$ cat src/rtl/usb_transmitter.sv
// usb_transmitter: USB full-speed packet transmitter.
// Serializes SYNC (0x80), PID ({~pid,pid}) and FIFO payload bytes LSB first,
// applies bit stuffing (stuffed 0 after six 1s) and NRZI encoding, then
// terminates the packet with SE0, SE0, J.
// Optional feature macro: USB_TX_CRC16_EN appends the inverted CRC16 of the
// payload for DATAx PIDs (tx_pid[1:0] == 2'b11).
// Ports:
//   clk, rst        - clock, synchronous active-high reset
//   tx_start        - one-cycle send request (sampled only in IDLE)
//   tx_pid[3:0]     - PID, latched on an accepted tx_start
//   tx_fifo_data    - FWFT head byte of TX FIFO
//   tx_fifo_empty   - TX FIFO empty flag
//   get_tx_data     - one-cycle FIFO pop strobe
//   dplus_out       - D+ line drive
//   dminus_out      - D- line drive
//   tx_busy         - packet in progress
//   tx_done         - one-cycle completion pulse
module usb_transmitter #(
    parameter int unsigned CLKS_PER_BIT = 8
) (
    input  logic       clk,
    input  logic       rst,
    input  logic       tx_start,
    input  logic [3:0] tx_pid,
    input  logic [7:0] tx_fifo_data,
    input  logic       tx_fifo_empty,
    output logic       get_tx_data,
    output logic       dplus_out,
    output logic       dminus_out,
    output logic       tx_busy,
    output logic       tx_done
);
    localparam int unsigned TW = 8;
    localparam logic [TW-1:0] LAST_TICK = TW'(CLKS_PER_BIT - 1);
    localparam logic [TW-1:0] PRE_TICK  = TW'(CLKS_PER_BIT - 2);

`ifdef USB_TX_CRC16_EN
    typedef enum logic [2:0] {S_IDLE, S_SYNC, S_PID, S_DATA, S_CRC, S_EOP} state_t;

    // Reflected CRC16 (poly 0x8005) update for one LSB-first bit.
    function automatic logic [15:0] crc_step(input logic [15:0] crc, input logic b);
        crc_step = (crc[0] ^ b) ? ((crc >> 1) ^ 16'hA001) : (crc >> 1);
    endfunction
`else
    typedef enum logic [2:0] {S_IDLE, S_SYNC, S_PID, S_DATA, S_EOP} state_t;
`endif

    state_t          r_state, w_state_nxt;
    logic [TW-1:0]   r_timer, w_timer_nxt;
    logic [15:0]     r_shift, w_shift_nxt;
    logic [3:0]      r_left,  w_left_nxt;
    logic [2:0]      r_ones,  w_ones_nxt;
    logic [1:0]      r_eop,   w_eop_nxt;
    logic [3:0]      r_pid,   w_pid_nxt;
    logic            r_line,  w_line_nxt;
    logic            r_pop,   w_pop_nxt;
    logic            r_dp,    w_dp_nxt;
    logic            r_dm,    w_dm_nxt;
    logic            r_busy,  w_busy_nxt;
    logic            r_done,  w_done_nxt;
`ifdef USB_TX_CRC16_EN
    logic [15:0]     r_crc,   w_crc_nxt;
`endif

    logic w_bnd, w_pre, w_stuff, w_need_byte;
    logic w_emit, w_bit, w_go_eop;

    // State and datapath registers.
    always_ff @(posedge clk) begin
        if (rst) begin
            r_state <= S_IDLE;
            r_timer <= '0;
            r_shift <= '0;
            r_left  <= '0;
            r_ones  <= '0;
            r_eop   <= '0;
            r_pid   <= '0;
            r_line  <= 1'b1;
            r_pop   <= 1'b0;
            r_dp    <= 1'b1;
            r_dm    <= 1'b0;
            r_busy  <= 1'b0;
            r_done  <= 1'b0;
`ifdef USB_TX_CRC16_EN
            r_crc   <= 16'hFFFF;
`endif
        end else begin
            r_state <= w_state_nxt;
            r_timer <= w_timer_nxt;
            r_shift <= w_shift_nxt;
            r_left  <= w_left_nxt;
            r_ones  <= w_ones_nxt;
            r_eop   <= w_eop_nxt;
            r_pid   <= w_pid_nxt;
            r_line  <= w_line_nxt;
            r_pop   <= w_pop_nxt;
            r_dp    <= w_dp_nxt;
            r_dm    <= w_dm_nxt;
            r_busy  <= w_busy_nxt;
            r_done  <= w_done_nxt;
`ifdef USB_TX_CRC16_EN
            r_crc   <= w_crc_nxt;
`endif
        end
    end

    // Next-state: bit timer, field sequencing, stuffing, NRZI and EOP.
    always_comb begin
        w_state_nxt = r_state;
        w_shift_nxt = r_shift;
        w_left_nxt  = r_left;
        w_ones_nxt  = r_ones;
        w_eop_nxt   = r_eop;
        w_pid_nxt   = r_pid;
        w_line_nxt  = r_line;
        w_dp_nxt    = r_dp;
        w_dm_nxt    = r_dm;
        w_busy_nxt  = r_busy;
        w_done_nxt  = 1'b0;
        w_pop_nxt   = 1'b0;
`ifdef USB_TX_CRC16_EN
        w_crc_nxt   = r_crc;
`endif
        w_emit      = 1'b0;
        w_bit       = 1'b0;
        w_go_eop    = 1'b0;

        w_bnd       = (r_timer == LAST_TICK);
        w_pre       = (r_timer == PRE_TICK);
        w_stuff     = (r_ones == 3'd6);
        // Next line bit is bit 0 of a new payload byte.
        w_need_byte = ((r_state == S_PID) || (r_state == S_DATA)) &&
                      (r_left == 4'd0) && !w_stuff;

        if (r_state == S_IDLE)
            w_timer_nxt = '0;
        else
            w_timer_nxt = w_bnd ? '0 : r_timer + TW'(1);

        case (r_state)
            S_IDLE: begin
                if (tx_start) begin
                    w_state_nxt = S_SYNC;
                    w_busy_nxt  = 1'b1;
                    w_pid_nxt   = tx_pid;
                    w_emit      = 1'b1;
                    w_bit       = 1'b0;
                    w_shift_nxt = 16'h0040;
                    w_left_nxt  = 4'd7;
`ifdef USB_TX_CRC16_EN
                    w_crc_nxt   = 16'hFFFF;
`endif
                end
            end
            S_EOP: begin
                // SE0, SE0, then J; done lands on the last cycle of J.
                if (w_pre && (r_eop == 2'd2)) begin
                    w_done_nxt = 1'b1;
                    w_busy_nxt = 1'b0;
                end
                if (w_bnd) begin
                    if (r_eop == 2'd2) begin
                        w_state_nxt = S_IDLE;
                    end else begin
                        w_eop_nxt = r_eop + 2'd1;
                        if (r_eop == 2'd1) begin
                            w_line_nxt = 1'b1;
                            w_dp_nxt   = 1'b1;
                            w_dm_nxt   = 1'b0;
                        end
                    end
                end
            end
            default: begin
                // Pop one cycle before the boundary so the FWFT head is valid then.
                if (w_pre)
                    w_pop_nxt = w_need_byte && !tx_fifo_empty;
                if (w_bnd) begin
                    if (w_stuff) begin
                        w_emit = 1'b1;
                        w_bit  = 1'b0;
                    end else if (r_left != 4'd0) begin
                        w_emit      = 1'b1;
                        w_bit       = r_shift[0];
                        w_shift_nxt = r_shift >> 1;
                        w_left_nxt  = r_left - 4'd1;
`ifdef USB_TX_CRC16_EN
                        if (r_state == S_DATA)
                            w_crc_nxt = crc_step(r_crc, r_shift[0]);
`endif
                    end else begin
                        case (r_state)
                            S_SYNC: begin
                                w_state_nxt = S_PID;
                                w_emit      = 1'b1;
                                w_bit       = r_pid[0];
                                w_shift_nxt = {8'h00, ~r_pid, r_pid} >> 1;
                                w_left_nxt  = 4'd7;
                            end
                            S_PID, S_DATA: begin
                                if (r_pop) begin
                                    w_state_nxt = S_DATA;
                                    w_emit      = 1'b1;
                                    w_bit       = tx_fifo_data[0];
                                    w_shift_nxt = {8'h00, tx_fifo_data} >> 1;
                                    w_left_nxt  = 4'd7;
`ifdef USB_TX_CRC16_EN
                                    w_crc_nxt   = crc_step(r_crc, tx_fifo_data[0]);
                                end else if (r_pid[1:0] == 2'b11) begin
                                    w_state_nxt = S_CRC;
                                    w_emit      = 1'b1;
                                    w_bit       = ~r_crc[0];
                                    w_shift_nxt = {1'b0, ~r_crc[15:1]};
                                    w_left_nxt  = 4'd15;
`endif
                                end else begin
                                    w_go_eop = 1'b1;
                                end
                            end
                            default: w_go_eop = 1'b1;
                        endcase
                    end
                end
            end
        endcase

        if (w_go_eop) begin
            w_state_nxt = S_EOP;
            w_eop_nxt   = 2'd0;
            w_dp_nxt    = 1'b0;
            w_dm_nxt    = 1'b0;
        end

        // NRZI: 0 toggles the line, 1 holds it; stuffed bits are 0s.
        if (w_emit) begin
            w_line_nxt = w_bit ? r_line : ~r_line;
            w_dp_nxt   = w_line_nxt;
            w_dm_nxt   = ~w_line_nxt;
            w_ones_nxt = w_bit ? r_ones + 3'd1 : 3'd0;
        end
    end

    assign get_tx_data = r_pop;
    assign dplus_out   = r_dp;
    assign dminus_out  = r_dm;
    assign tx_busy     = r_busy;
    assign tx_done     = r_done;

endmodule
$ cat config.mk
export PLATFORM = sky130hd
export DESIGN_NAME = usb_transmitter
export DESIGN_NICKNAME = d
export VERILOG_FILES = /design/src/rtl/usb_transmitter.sv
export SDC_FILE = /design/constraint.sdc
export NUM_CORES = 1
export LEC_CHECK = 0
export ABC_AREA = 1
export BUFFER_PORTS_ARGS = -buffer_cell sky130_fd_sc_hd__buf_2
export CORE_ASPECT_RATIO = 1.4
export CORE_MARGIN = 10
export CORE_UTILIZATION = 40
export DETAILED_ROUTE_END_ITERATION = 6
export SLEW_MARGIN = 0
export SYNTH_ARGS = -nofsm -noshare
export SYNTH_HDL_FRONTEND = slang
export SYNTH_SLANG_ARGS = --single-unit
export TNS_END_PERCENT = 20
$ cat constraint.sdc
create_clock -name clk -period 3 [get_ports clk]
set_clock_uncertainty 0.15 [all_clocks]
set_input_delay 0.3 -clock clk [delete_from_list [all_inputs] [get_ports clk]]
set_output_delay 0.3 -clock clk [all_outputs]
set_load 0.03 [all_outputs]
==> Implementation_results.wiki <==
{| class="wikitable"
! Metric !! Value
|-
| Clock Root Buffer || clkbuf_8
|-
| Critical Path Start Type || flop
|-
| ANT cells || 0
|-
| Number of buffer cells added on primary ports || 20
|-
| Share of cells above drive strength 1 || between 20% and 30%
|-
| Layout-stage area growth over the synthesis result || 11.8%
|-
| Total number of clock tree sinks || 37
|-
| Maximum number of pins on one net before global-route repair || 18
|-
| # IOs || 21
|-
| Arrival time of the worst setup path || 2.09 ns
|-
| Total die area || 8190 um^2
|-
| Count of antenna-violating nets left after detailed routing || 0
|-
| Number of nets at the end of the flow || 315
|-
| Skew-Pair Late Insertion Delay || approximately 0.29 ns
|-
| Maximum number of buffers from clock root to sink || 2
|-
| Drt via density || 5.01
|-
| Overall track demand over capacity in global routing || 12.3%
|-
| Global-route wire length before repair || around 8000 um
|-
| DR DRC count || 0
|-
| Total power divided by cell area || 823 nW/um^2
|-
| Antenna violations before repair || 0
|-
| Multiplexer fraction of the synthesized cell area || 0.570%
|-
| Library cells used by synthesis || 31
|-
| Mean area per synthesized cell || approximately 7.4 um^2
|-
| Number of filler instances in the final layout || 528
|-
| Ranking of synthesized cells by instance count || nand2_1, nor2_1, dfxtp_1
|-
| Worst path setup slack after routing || 0.945 ns
|-
| Clock group share of total power || 18.5%
|-
| Maximum capacitance violations || 0
|-
| Via count of the first global-routing pass || ~1,700
|-
| Sum Neg Setup Slack || 0 ns
|-
| Post-placement cell count || 348
|-
| Pin slew with the least headroom to its limit || 0.560 ns
|-
| Dominant cell by count in the synthesized netlist || nand2_1
|-
| Final Hold Fails || 0
|-
| H-tree lvl count || 2
|-
| Critical Path RT || 3.03 ns
|-
| Final cell count without fillers || 356
|-
| Routed wire length || 4740 um
|-
| Endpoint kind of the worst setup timing path || flop
|-
| Final count of pins violating max slew || 0
|-
| Endpoints failing setup || 0
|-
| Initial Utilization || 41.1%
|-
| Run status || finished, final reports clean
|-
| Crit path max fanout || 12
|-
| Die outline height || 103 um
|-
| Final worst-path cycle share || 68.5%
|-
| Peak supply drop || 0.000281 V
|-
| Post-CTS setup repair buffer count || 0
|-
| Primary flip-flop cell chosen by synthesis mapping || dfxtp_1
|-
| Cells after Synth || 268
|-
| Drt first-iter violations || 98
|-
| Placement-stage worst setup slack || about 0.96 ns
|-
| Startpoint-to-endpoint class of the critical path || reg2reg
|-
| Synth top area cells || dfxtp_1, nand2_1, nor2_1, ha_1, nand3_1
|-
| CTS clock-pin slew for the worst setup and hold paths || 0.07 ns
|-
| FF+latch count, synth || 37
|-
| Total number of vias || 1,783
|-
| Pre-antenna DRT Iters || 4
|-
| Number of buffers inserted during clock tree synthesis || 5
|-
| Leftover overflow at the end of global routing || 0
|-
| Combinational family with the most area after synthesis || simple AND/OR/NAND/NOR gates
|-
| Number of placement rows || 30
|-
| TritonCTS clock tree || built
|-
| HPWL after detailed placement || approximately 3600 um
|-
| Proportion of register bits with asynchronous set or reset after synthesis || 0%
|-
| Net switching component of the power || just under 0.0008 W
|-
| Mapped cell area || 1970 um^2
|-
| Total power || 0.00182 W
|-
| Combinational Power Share || 43.8%
|-
| Die outline width || 79.4 um
|-
| Share of the yosys chip area belonging to registers || between 30% and 40%
|-
| Area fraction in compound gates after synthesis || 13.6%
|-
| Unrepaired setup endpoints after global routing || false
|-
| Placer's final routability congestion estimate || between 0.8 and 0.9
|-
| Area share of the leading cell type in the synthesized netlist || 37.5%
|-
| Max Freq || 487 MHz
|-
| Worst slew margin relative to its limit || a little over three fifths
|-
| Total nets after synthesis || between 200 and 300
|-
| PostCTS Resize Cnt || 0
|-
| Number of hold buffers added after CTS || 0
|-
| Post-synthesis share of cell area spent on xor and xnor gates || 2.22%
|-
| Fraction of power spent switching nets || 43.7%
|-
| Adder and majority gate portion of the synthesized area || 5.07%
|-
| Static power due to leakage || 0.913 nW
|-
| Ys Warns || 0
|-
| Simple-gate area share of the yosys netlist || 33.7%
|-
| Flop pwr share || 37.8%
|-
| Core Area || slightly below 5000 um^2
|-
| Internal power || 0.00102 W
|-
| Count of flip-flops with a built-in enable after synthesis || 0
|-
| Final critical path time including I/O delays and setup || between 2 and 2.5 ns
|-
| Cell taking the most area after synthesis || dfxtp_1
|-
| Worst min path class || in2reg
|-
| Per-cell routed wire length || between 10 and 15 um
|}
## final cells by class
class                   instances  area, um^2  share of cell area (%)
clock buffers                   6        72.6                    3.29
clock inverters                 2        10.0                   0.454
inverters                      29         114                    5.16
repair buffers                 20         100                    4.54
well taps                      64        80.1                    3.63
multi-input cells             198        1090                    49.4
flip-flops and latches         37         741                    33.6
## sequential cells by signal (all words and copies together) (netlist names)
signal       cells
r_left           4
tx_done          1
dplus_out        1
tx_busy          1
r_line           1
r_eop            2
get_tx_data      1
r_pid            4
r_shift          7
dminus_out       1
r_timer          8
r_state          3
r_ones           3
## cell usage in the layout (no fill, tap or decap), types with 4 or more instances in the layout
master    count
nor3_1        5
nand2_1      46
ha_1          8
buf_2        20
nor2_1       40
nor2_4        5
clkbuf_8      5
o211ai_1      4
inv_1        21
inv_2         7
nand2_2       7
nand4_1       7
a21oi_1      13
o21ai_1       4
nand3_1      19
o21ai_2       6
dfxtp_1      37
o21ai_0      12
## power groups by stage
stage                     clock network (W)  registers [W]  logic [W]
final                              0.000335       0.000685   0.000795
after global routing               0.000367       0.000699   0.000901
after CTS                          0.000347       0.000685   0.000798
after detailed placement                  0       0.000695   0.000788
after global placement                    0       0.000695   0.000786
after floorplan                           0       0.000697   0.000634
## per-stage QoR
step	util [%]	cell area (um^2)	hold WS [ns]
floorplan	-	1970	0.280
global placement	44.2	2120	0.296
detailed placement	44.2	2120	0.309
CTS	45.9	2210	0.0731
global route	45.9	2210	0.0871
finish	45.9	2210	0.0805
## cells by family (layout without fill, tap and decap cells)
family | Yosys count | count (layout)
adder cells (fa/ha/maj) | 8 | 8
AO/OA/AOI/OAI | 44 | 44
flip-flops | 37 | 37
buffers and inverters | 33 | 57
AND/OR/NAND/NOR | 140 | 140
XOR/XNOR | 5 | 5
multiplexers | 1 | 1
## critical path, stage by stage (launching register included)
cell     delay, ns
dfxtp_1       0.37
ha_1          0.23
nand3_1       0.16
nor2_4        0.20
nor2_4        0.06
nor2_4        0.13
nand2_2       0.17
inv_2         0.25
nand2_1       0.10
o21ai_2       0.07
nor2_1        0.04
## final timing paths
kind	endpoint	cells after the start	slack, ns	from
setup / recovery	r_shift[1]$_SDFFE_PP0P_	10	0.95	r_timer[0]$_SDFF_PP0_
hold / removal	r_pid[0]$_SDFFE_PP0P_	3	0.08	tx_pid[0]
setup reg to reg	r_shift[1]$_SDFFE_PP0P_	10	0.95	r_timer[0]$_SDFF_PP0_
hold reg to reg	r_timer[0]$_SDFF_PP0_	1	0.32	r_timer[0]$_SDFF_PP0_
## per-layer routing
layer	wire (um)	global-route usage (%)
met1	1920	12.5
met2	2480	22.4
met3	210	2.88
met4	130	6.64
met5	0	0
Note: power is estimated with default switching activity, not from simulation.
